--- config.mk ---
export PLATFORM = sky130hd
export DESIGN_NAME = cache_refill_ctrl_flat
export DESIGN_NICKNAME = d
export VERILOG_FILES = /design/src/rtl/cache_pkg.sv /design/src/rtl/cache_refill_ctrl_if.sv /design/src/rtl/cache_refill_ctrl_mem_latency_counter.sv /design/src/rtl/cache_refill_ctrl.sv /design/src/flat_wrapper.sv
export SDC_FILE = /design/constraint.sdc
export NUM_CORES = 1
export LEC_CHECK = 0
export CORE_MARGIN = 4
export CORE_UTILIZATION = 43
export CTS_BUF_LIST = sky130_fd_sc_hd__clkbuf_4
export CTS_CLUSTER_SIZE = 24
export DETAILED_ROUTE_END_ITERATION = 8
export HOLD_SLACK_MARGIN = 0.03
export PLACE_DENSITY = 0.81
export SLEW_MARGIN = 5
export SYNTH_ARGS = -nofsm -noshare
export SYNTH_HDL_FRONTEND = slang
export SYNTH_SLANG_ARGS = --single-unit
--- constraint.sdc ---
create_clock -name clk -period 2.49 [get_ports clk]
set_clock_uncertainty 0.2 [all_clocks]
set_input_delay 0.3735 -clock clk [delete_from_list [all_inputs] [get_ports clk]]
set_output_delay 0.3735 -clock clk [all_outputs]
set_load 0.02 [all_outputs]
--- src/rtl/cache_pkg.sv ---
// Shared types and helpers for the cache refill controller.
// Covers the address split, the FSM state type and the installed cache line.
package cache_pkg;

    localparam int unsigned DATA_WIDTH    = 32;
    localparam int unsigned ADDRESS_WIDTH = 32;
    localparam int unsigned SET_BITS      = 3;
    localparam int unsigned TAG_WIDTH     = ADDRESS_WIDTH - SET_BITS - 2;
    localparam int unsigned CNT_WIDTH     = 4;

    typedef enum logic [2:0] {
        IDLE  = 3'd0,
        ISSUE = 3'd1,
        WAIT  = 3'd2,
        WRITE = 3'd3,
        RESP  = 3'd4
    } refill_state_t;

    typedef struct packed {
        logic                  v;
        logic [TAG_WIDTH-1:0]  tag;
        logic [DATA_WIDTH-1:0] data;
    } cache_line_t;

    function automatic logic [TAG_WIDTH-1:0] get_tag(input logic [ADDRESS_WIDTH-1:0] addr);
        return addr[ADDRESS_WIDTH-1:SET_BITS+2];
    endfunction

    function automatic logic [SET_BITS-1:0] get_set(input logic [ADDRESS_WIDTH-1:0] addr);
        return addr[SET_BITS+1:2];
    endfunction

endpackage

--- src/rtl/cache_refill_ctrl_if.sv ---
// Request/response channel between the data cache and the refill controller.
interface cache_refill_ctrl_if;
    import cache_pkg::*;

    logic                     req_valid;
    logic                     req_ready;
    logic                     req_we;
    logic [ADDRESS_WIDTH-1:0] req_addr;
    logic [DATA_WIDTH-1:0]    req_wdata;
    logic                     rsp_valid;
    logic                     rsp_ready;
    logic                     rsp_write;
    logic [SET_BITS-1:0]      rsp_set;
    logic [TAG_WIDTH-1:0]     rsp_tag;
    logic [DATA_WIDTH-1:0]    rsp_data;

    modport master (
        output req_valid, req_we, req_addr, req_wdata, rsp_ready,
        input  req_ready, rsp_valid, rsp_write, rsp_set, rsp_tag, rsp_data
    );

    modport slave (
        input  req_valid, req_we, req_addr, req_wdata, rsp_ready,
        output req_ready, rsp_valid, rsp_write, rsp_set, rsp_tag, rsp_data
    );

endinterface

--- src/rtl/cache_refill_ctrl_mem_latency_counter.sv ---
// Loadable down-counter timing the memory read latency.
// done_c flags the cycle whose decrement brings the count to zero.
module mem_latency_counter
    import cache_pkg::*;
#(
    parameter int unsigned MEM_LATENCY = 2
) (
    input  logic clk,
    input  logic rst_n,
    input  logic load,
    input  logic dec,
    output logic done_c
);

    logic [CNT_WIDTH-1:0] count;

    always_ff @(posedge clk or negedge rst_n) begin
        if (!rst_n) begin
            count <= '0;
        end else if (load) begin
            count <= CNT_WIDTH'(MEM_LATENCY);
        end else if (dec && (count != '0)) begin
            count <= count - CNT_WIDTH'(1);
        end
    end

    assign done_c = dec && (count == CNT_WIDTH'(1));

endmodule

--- src/rtl/cache_refill_ctrl.sv ---
// Memory-side responder serving cache refills and write-through stores.
// Optional macro POSTED_WRITE_EN: stores complete without a response.
module cache_refill_ctrl
    import cache_pkg::*;
#(
    parameter int unsigned MEM_LATENCY = 2
) (
    input  logic                     clk,
    input  logic                     rst_n,
    cache_refill_ctrl_if.slave       bus,
    output logic                     mem_en,
    output logic                     mem_we,
    output logic [ADDRESS_WIDTH-1:0] mem_addr,
    output logic [DATA_WIDTH-1:0]    mem_wdata,
    input  logic [DATA_WIDTH-1:0]    mem_rdata
);

    refill_state_t state, state_n;

    logic                     req_ready, req_ready_n;
    logic                     rsp_valid, rsp_valid_n;
    logic                     rsp_write, rsp_write_n;
    logic [SET_BITS-1:0]      rsp_set, rsp_set_n;
    logic [TAG_WIDTH-1:0]     rsp_tag, rsp_tag_n;
    logic [DATA_WIDTH-1:0]    rsp_data, rsp_data_n;
    logic                     mem_en_n, mem_we_n;
    logic [ADDRESS_WIDTH-1:0] mem_addr_n;
    logic [DATA_WIDTH-1:0]    mem_wdata_n;
    logic                     cnt_load_c, cnt_dec_c, cnt_done_c;

    // byte-offset bits carry no meaning for word accesses
    logic unused_addr_lsb_c;
    assign unused_addr_lsb_c = ^bus.req_addr[1:0];

    mem_latency_counter #(
        .MEM_LATENCY (MEM_LATENCY)
    ) u_lat_cnt (
        .clk    (clk),
        .rst_n  (rst_n),
        .load   (cnt_load_c),
        .dec    (cnt_dec_c),
        .done_c (cnt_done_c)
    );

    // State and registered outputs
    always_ff @(posedge clk or negedge rst_n) begin
        if (!rst_n) begin
            state     <= IDLE;
            req_ready <= 1'b1;
            rsp_valid <= 1'b0;
            rsp_write <= 1'b0;
            rsp_set   <= '0;
            rsp_tag   <= '0;
            rsp_data  <= '0;
            mem_en    <= 1'b0;
            mem_we    <= 1'b0;
            mem_addr  <= '0;
            mem_wdata <= '0;
        end else begin
            state     <= state_n;
            req_ready <= req_ready_n;
            rsp_valid <= rsp_valid_n;
            rsp_write <= rsp_write_n;
            rsp_set   <= rsp_set_n;
            rsp_tag   <= rsp_tag_n;
            rsp_data  <= rsp_data_n;
            mem_en    <= mem_en_n;
            mem_we    <= mem_we_n;
            mem_addr  <= mem_addr_n;
            mem_wdata <= mem_wdata_n;
        end
    end

    // Next state and next output values; mem_addr/mem_wdata double as the request latch
    always_comb begin
        state_n     = state;
        req_ready_n = req_ready;
        rsp_valid_n = rsp_valid;
        rsp_write_n = rsp_write;
        rsp_set_n   = rsp_set;
        rsp_tag_n   = rsp_tag;
        rsp_data_n  = rsp_data;
        mem_en_n    = 1'b0;
        mem_we_n    = 1'b0;
        mem_addr_n  = mem_addr;
        mem_wdata_n = mem_wdata;
        cnt_load_c  = 1'b0;
        cnt_dec_c   = 1'b0;

        case (state)
            IDLE: begin
                if (bus.req_valid && req_ready) begin
                    req_ready_n = 1'b0;
                    mem_en_n    = 1'b1;
                    mem_we_n    = bus.req_we;
                    mem_addr_n  = {bus.req_addr[ADDRESS_WIDTH-1:2], 2'b00};
                    if (bus.req_we) begin
                        mem_wdata_n = bus.req_wdata;
                        state_n     = WRITE;
                    end else begin
                        state_n     = ISSUE;
                    end
                end
            end
            ISSUE: begin
                cnt_load_c = 1'b1;
                state_n    = WAIT;
            end
            WAIT: begin
                cnt_dec_c = 1'b1;
                if (cnt_done_c) begin
                    rsp_valid_n = 1'b1;
                    rsp_write_n = 1'b0;
                    rsp_set_n   = get_set(mem_addr);
                    rsp_tag_n   = get_tag(mem_addr);
                    rsp_data_n  = mem_rdata;
                    state_n     = RESP;
                end
            end
            WRITE: begin
`ifdef POSTED_WRITE_EN
                req_ready_n = 1'b1;
                state_n     = IDLE;
`else
                rsp_valid_n = 1'b1;
                rsp_write_n = 1'b1;
                rsp_set_n   = get_set(mem_addr);
                rsp_tag_n   = get_tag(mem_addr);
                rsp_data_n  = mem_wdata;
                state_n     = RESP;
`endif
            end
            RESP: begin
                if (bus.rsp_ready) begin
                    rsp_valid_n = 1'b0;
                    req_ready_n = 1'b1;
                    state_n     = IDLE;
                end
            end
            default: begin
                state_n = IDLE;
            end
        endcase
    end

    assign bus.req_ready = req_ready;
    assign bus.rsp_valid = rsp_valid;
`ifdef POSTED_WRITE_EN
    assign bus.rsp_write = 1'b0;
    logic unused_rsp_write_c;
    assign unused_rsp_write_c = rsp_write;
`else
    assign bus.rsp_write = rsp_write;
`endif
    assign bus.rsp_set   = rsp_set;
    assign bus.rsp_tag   = rsp_tag;
    assign bus.rsp_data  = rsp_data;

endmodule

--- src/flat_wrapper.sv ---
// flat-port wrapper written by rule: the top's interface ports become plain ports
module cache_refill_ctrl_flat import cache_pkg::*;
#(
    parameter int unsigned MEM_LATENCY = 2
)
  (clk, rst_n, mem_en, mem_we, mem_addr, mem_wdata, mem_rdata, bus_req_valid, bus_req_we, bus_req_addr, bus_req_wdata, bus_rsp_ready, bus_req_ready, bus_rsp_valid, bus_rsp_write, bus_rsp_set, bus_rsp_tag, bus_rsp_data);
  cache_refill_ctrl_if bus_i ();
  input  logic clk;
  input  logic rst_n;
  output logic mem_en;
  output logic mem_we;
  output logic [ADDRESS_WIDTH-1:0] mem_addr;
  output logic [DATA_WIDTH-1:0] mem_wdata;
  input  logic [DATA_WIDTH-1:0] mem_rdata;
  input wire logic [$bits(bus_i.req_valid)-1:0] bus_req_valid;
  input wire logic [$bits(bus_i.req_we)-1:0] bus_req_we;
  input wire logic [$bits(bus_i.req_addr)-1:0] bus_req_addr;
  input wire logic [$bits(bus_i.req_wdata)-1:0] bus_req_wdata;
  input wire logic [$bits(bus_i.rsp_ready)-1:0] bus_rsp_ready;
  output wire logic [$bits(bus_i.req_ready)-1:0] bus_req_ready;
  output wire logic [$bits(bus_i.rsp_valid)-1:0] bus_rsp_valid;
  output wire logic [$bits(bus_i.rsp_write)-1:0] bus_rsp_write;
  output wire logic [$bits(bus_i.rsp_set)-1:0] bus_rsp_set;
  output wire logic [$bits(bus_i.rsp_tag)-1:0] bus_rsp_tag;
  output wire logic [$bits(bus_i.rsp_data)-1:0] bus_rsp_data;
  assign bus_i.req_valid = bus_req_valid;
  assign bus_i.req_we = bus_req_we;
  assign bus_i.req_addr = bus_req_addr;
  assign bus_i.req_wdata = bus_req_wdata;
  assign bus_i.rsp_ready = bus_rsp_ready;
  assign bus_req_ready = bus_i.req_ready;
  assign bus_rsp_valid = bus_i.rsp_valid;
  assign bus_rsp_write = bus_i.rsp_write;
  assign bus_rsp_set = bus_i.rsp_set;
  assign bus_rsp_tag = bus_i.rsp_tag;
  assign bus_rsp_data = bus_i.rsp_data;
  cache_refill_ctrl #(.MEM_LATENCY(MEM_LATENCY)) u_core (.clk(clk), .rst_n(rst_n), .bus(bus_i), .mem_en(mem_en), .mem_we(mem_we), .mem_addr(mem_addr), .mem_wdata(mem_wdata), .mem_rdata(mem_rdata));
endmodule
==> summary.md <==
| Metric | Value |
|---|---|
| Max Slew Vio Count | `0` |
| Sequential share of power | `36.5%` |
| Design area | `8660 µm²` |
| Clk buf depth | `2` |
| Die H | `125 µm` |
| Ranking of synthesized cells by area | `dfrtp_1, mux2_1, mux2_4` |
| DR vias/cell | `4.92` |
| Mapped Area | `5910 µm²` |
| Slew @ Worst Pin | `0.538 ns` |
| Clock Sinks | `136` |
| Synth area leader | `dfrtp_1` |
| Yosys warning total | `0` |
| Final net count | `698` |
| Antenna viol nets, final | `0` |
| Crit path max-delay cell type | `clkdlybuf4s50_1` |
| Final wirelength | `14.5 mm` |
| N_diodes | `0` |
| Status | `finished, final reports clean` |
| Critical Path RT | `1.92 ns` |
| Total number of vias | `3851` |
| Worst path arrival time | `1.77 ns` |
| MaxCap Viol Count | `0` |
| Die area | `15700 µm²` |
| Crit-path max cell delay | `0.66 ns` |
| DP HPWL | `10.6 mm` |
| Final worst path period share | `94.2%` |
| R2r setup slk | `0.22 ns` |
| Ports | `232` |
| P_sw | `3850 µW` |
| GPL Wtd Cong | `0.796` |
| CP max FO | `5` |
| Number of enable flip-flop cells after synthesis | `0` |
| GRT overflow | `0` |
| Worst skew pair latency | `0.54 ns` |
| Dpl cell area | `8320 µm²` |
| Post CTS Setup Buffer Count | `0` |
| First-pass GRT wire length | `23.8 mm` |
| Most used DFF post-synth | `dfrtp_1` |
| RSZ-0062 raised after global routing | `false` |
| First DRT Iteration DRCs | `155` |
| Synth Register Bits | `136` |
| Gr usage total | `19.1%` |
| Pin count of the biggest net entering global routing | `51` |
| Most common cell after layout, fill and taps aside | `clkdlybuf4s50_1` |
| Final hold violations | `0` |
| Fmax | `426 MHz` |
| CTS tree | `done` |
| Final TNS setup | `0 ns` |
| Critical path launch point type | `flop` |
| Critical Path, Cell by Cell | `clkdlybuf4s50_1` |
| Vias in the first global route | `4399` |
| Drt first pass iters | `3` |
| GRT busiest layer | `met2` |
| WP buf/inv | `1` |
| Initial antenna violation count | `0` |
| Final setup vio count | `0` |
| Core ar. | `13300 µm²` |
| Met3 global-route usage | `9.51%` |
| Fillcell total | `956` |
| Worst-path clk slew | `0.12 ns` |
| Area Growth Syn to Fin | `46.4%` |
| CTS HTree Levels | `4` |
| Most frequent cells in the layout | `clkdlybuf4s50_1, dfrtp_1, mux2_1` |
| Type of the worst setup path | `flop to primary output` |
| Met1 Use GR | `21.9%` |
| Power density cells | `1240 nW/µm²` |
| Die X | `125 µm` |
| DRC violations left | `0` |
| Input/output buffers | `227` |
| Internal Power | `6850 µW` |
| Row count | `42` |
| Static Leak | `0.00384 µW` |
| Max_slew headroom | `64.1%` |
| Synth Instances | `361` |
| Wire per inst | `18.5 µm` |
| Logic pwr share | `48.1%` |
| HP Class | `input pin to asynchronous set/reset pin` |
| Share of post-route cells with drive strength above 1 | `19.3%` |
| Sw Share | `36.0%` |
| Cell family with most CP delay | `buffers and inverters` |
| Clk network pwr share | `15.4%` |
| Met2 GRT Util | `31.4%` |
| Synth cell types | `35` |
| Root Buffer | `clkbuf_4` |
| Critical Path Sink Type | `primary output` |
| Fraction of registers with async set/reset | `100%` |
| CTS buffer count | `17` |
| Initial core utilization | `44.3%` |
| Syn_area_per_cell | `16.4 µm²` |
| Tmin final | `2.35 ns` |
| Worst vdd ir | `0.737 mV` |
| Yosys top cell area share | `57.2%` |
| Sequential area share after synthesis | `57.6%` |
-- layout make-up --
| class | count | area (µm²) | share of cell area, % |
|---|---|---|---|
| Inverter | 4 | 15.0 | 0.173 |
| Sequential cell | 136 | 3400 | 39.3 |
| Clock buffer | 17 | 128 | 1.47 |
| Tap cell | 176 | 220 | 2.54 |
| Multi-Input combinational cell | 200 | 2300 | 26.6 |
| Clock inverter | 14 | 199 | 2.30 |
| Timing Repair Buffer | 235 | 2390 | 27.6 |
-- layer usage --
metal / vias up / wire length [µm] / part of all wire, %
li1: 1749 / - / -
met1: 1922 / 5890 / 41
met2: 163 / 6930 / 48
met3: 17 / 1460 / 10
met4: 0 / 197 / 1.4
met5: - / 0 / 0
-- synthesized netlist by cell type (2+ instances only) --
library cell,n
a21oi_1,4
and2_1,2
and3_1,3
buf_12,3
buf_2,5
buf_4,9
buf_6,4
dfrtp_1,135
ha_1,3
inv_1,4
mux2_1,85
mux2_2,13
mux2_4,58
mux2i_1,2
nand2_1,5
nand3_1,4
nor3b_2,2
o21ai_0,2
or3b_1,2
-- stage by stage --
step	hold WS, ns	utilization (%)	setup slack (ns)	cells	total power (µW)
after detailed placement	0.124	62.3	0.169	750	9130
after CTS	0.0733	64.8	0.0719	782	10800
after floorplan	-0.122	-	0.567	362	6550
final	0.116	64.8	0.143	782	10700
after global routing	0.0982	64.8	0.0412	782	11300
after global placement	0.119	62.3	0.220	750	8960
-- logic make-up (layout without fill, tap and decap cells) --
logic type,after synthesis,count (layout),share of synthesized area [%]
AOI/OAI and AO/OA,13,13,1.44
adders and majority gates,3,3,0.635
buffers and inverters,26,270,3.66
DFF,136,136,57.6
muxes,158,158,33.7
other,1,2,0.0634
and+or+nand+nor,24,24,2.86
-- flip-flops by register name, indices dropped and copies added (netlist names) --
signal and cells:
u_core.state 3, u_core.u_lat_cnt.count 4, u_core.mem_wdata 32, u_core.bus.req_ready 1, u_core.bus.rsp_valid 1, u_core.mem_addr 30, u_core.bus.rsp_write 1, u_core.bus.rsp_data 32
u_core.mem_we 1, u_core.mem_en 1, u_core.bus.rsp_set 3, u_core.bus.rsp_tag 27
-- power by group through the flow --
stage / sequential [µW] / clock, µW / combinational, µW
6_report: 3900 / 1650 / 5150
5_1_grt: 4050 / 1820 / 5440
4_1_cts: 3910 / 1700 / 5220
3_5_place_dp: 3940 / 0 / 5190
3_3_place_gp: 3870 / 0 / 5090
2_1_floorplan: 4980 / 0 / 1560
-- repair_timing --
action                                 4_1_cts  5_1_grt
hold buffers                                 1        0
gates resized for setup                      0        0
endpoints found under the hold margin      136        0
-- final timing paths --
| kind | from | endpoint | depth (start not counted) |
|---|---|---|---|
| min in group clk | bus_req_wdata[11] | u_core.mem_wdata[11]$_DFFE_PN0P_ | 2 |
| min | rst_n | u_core.bus.rsp_tag[16]$_DFFE_PN0P_ | 2 |
| min reg2reg | u_core.bus.rsp_data[17]$_DFFE_PN0P_ | u_core.bus.rsp_data[17]$_DFFE_PN0P_ | 1 |
| max reg2reg | u_core.state[0]$_DFFE_PN0P_ | u_core.bus.rsp_data[10]$_DFFE_PN0P_ | 3 |
| max in group asynchronous | rst_n | u_core.bus.rsp_tag[26]$_DFFE_PN0P_ | 3 |
| max | u_core.bus.req_ready$_DFFE_PN1P_ | bus_req_ready | 1 |
(Power assumes the default switching activity.)
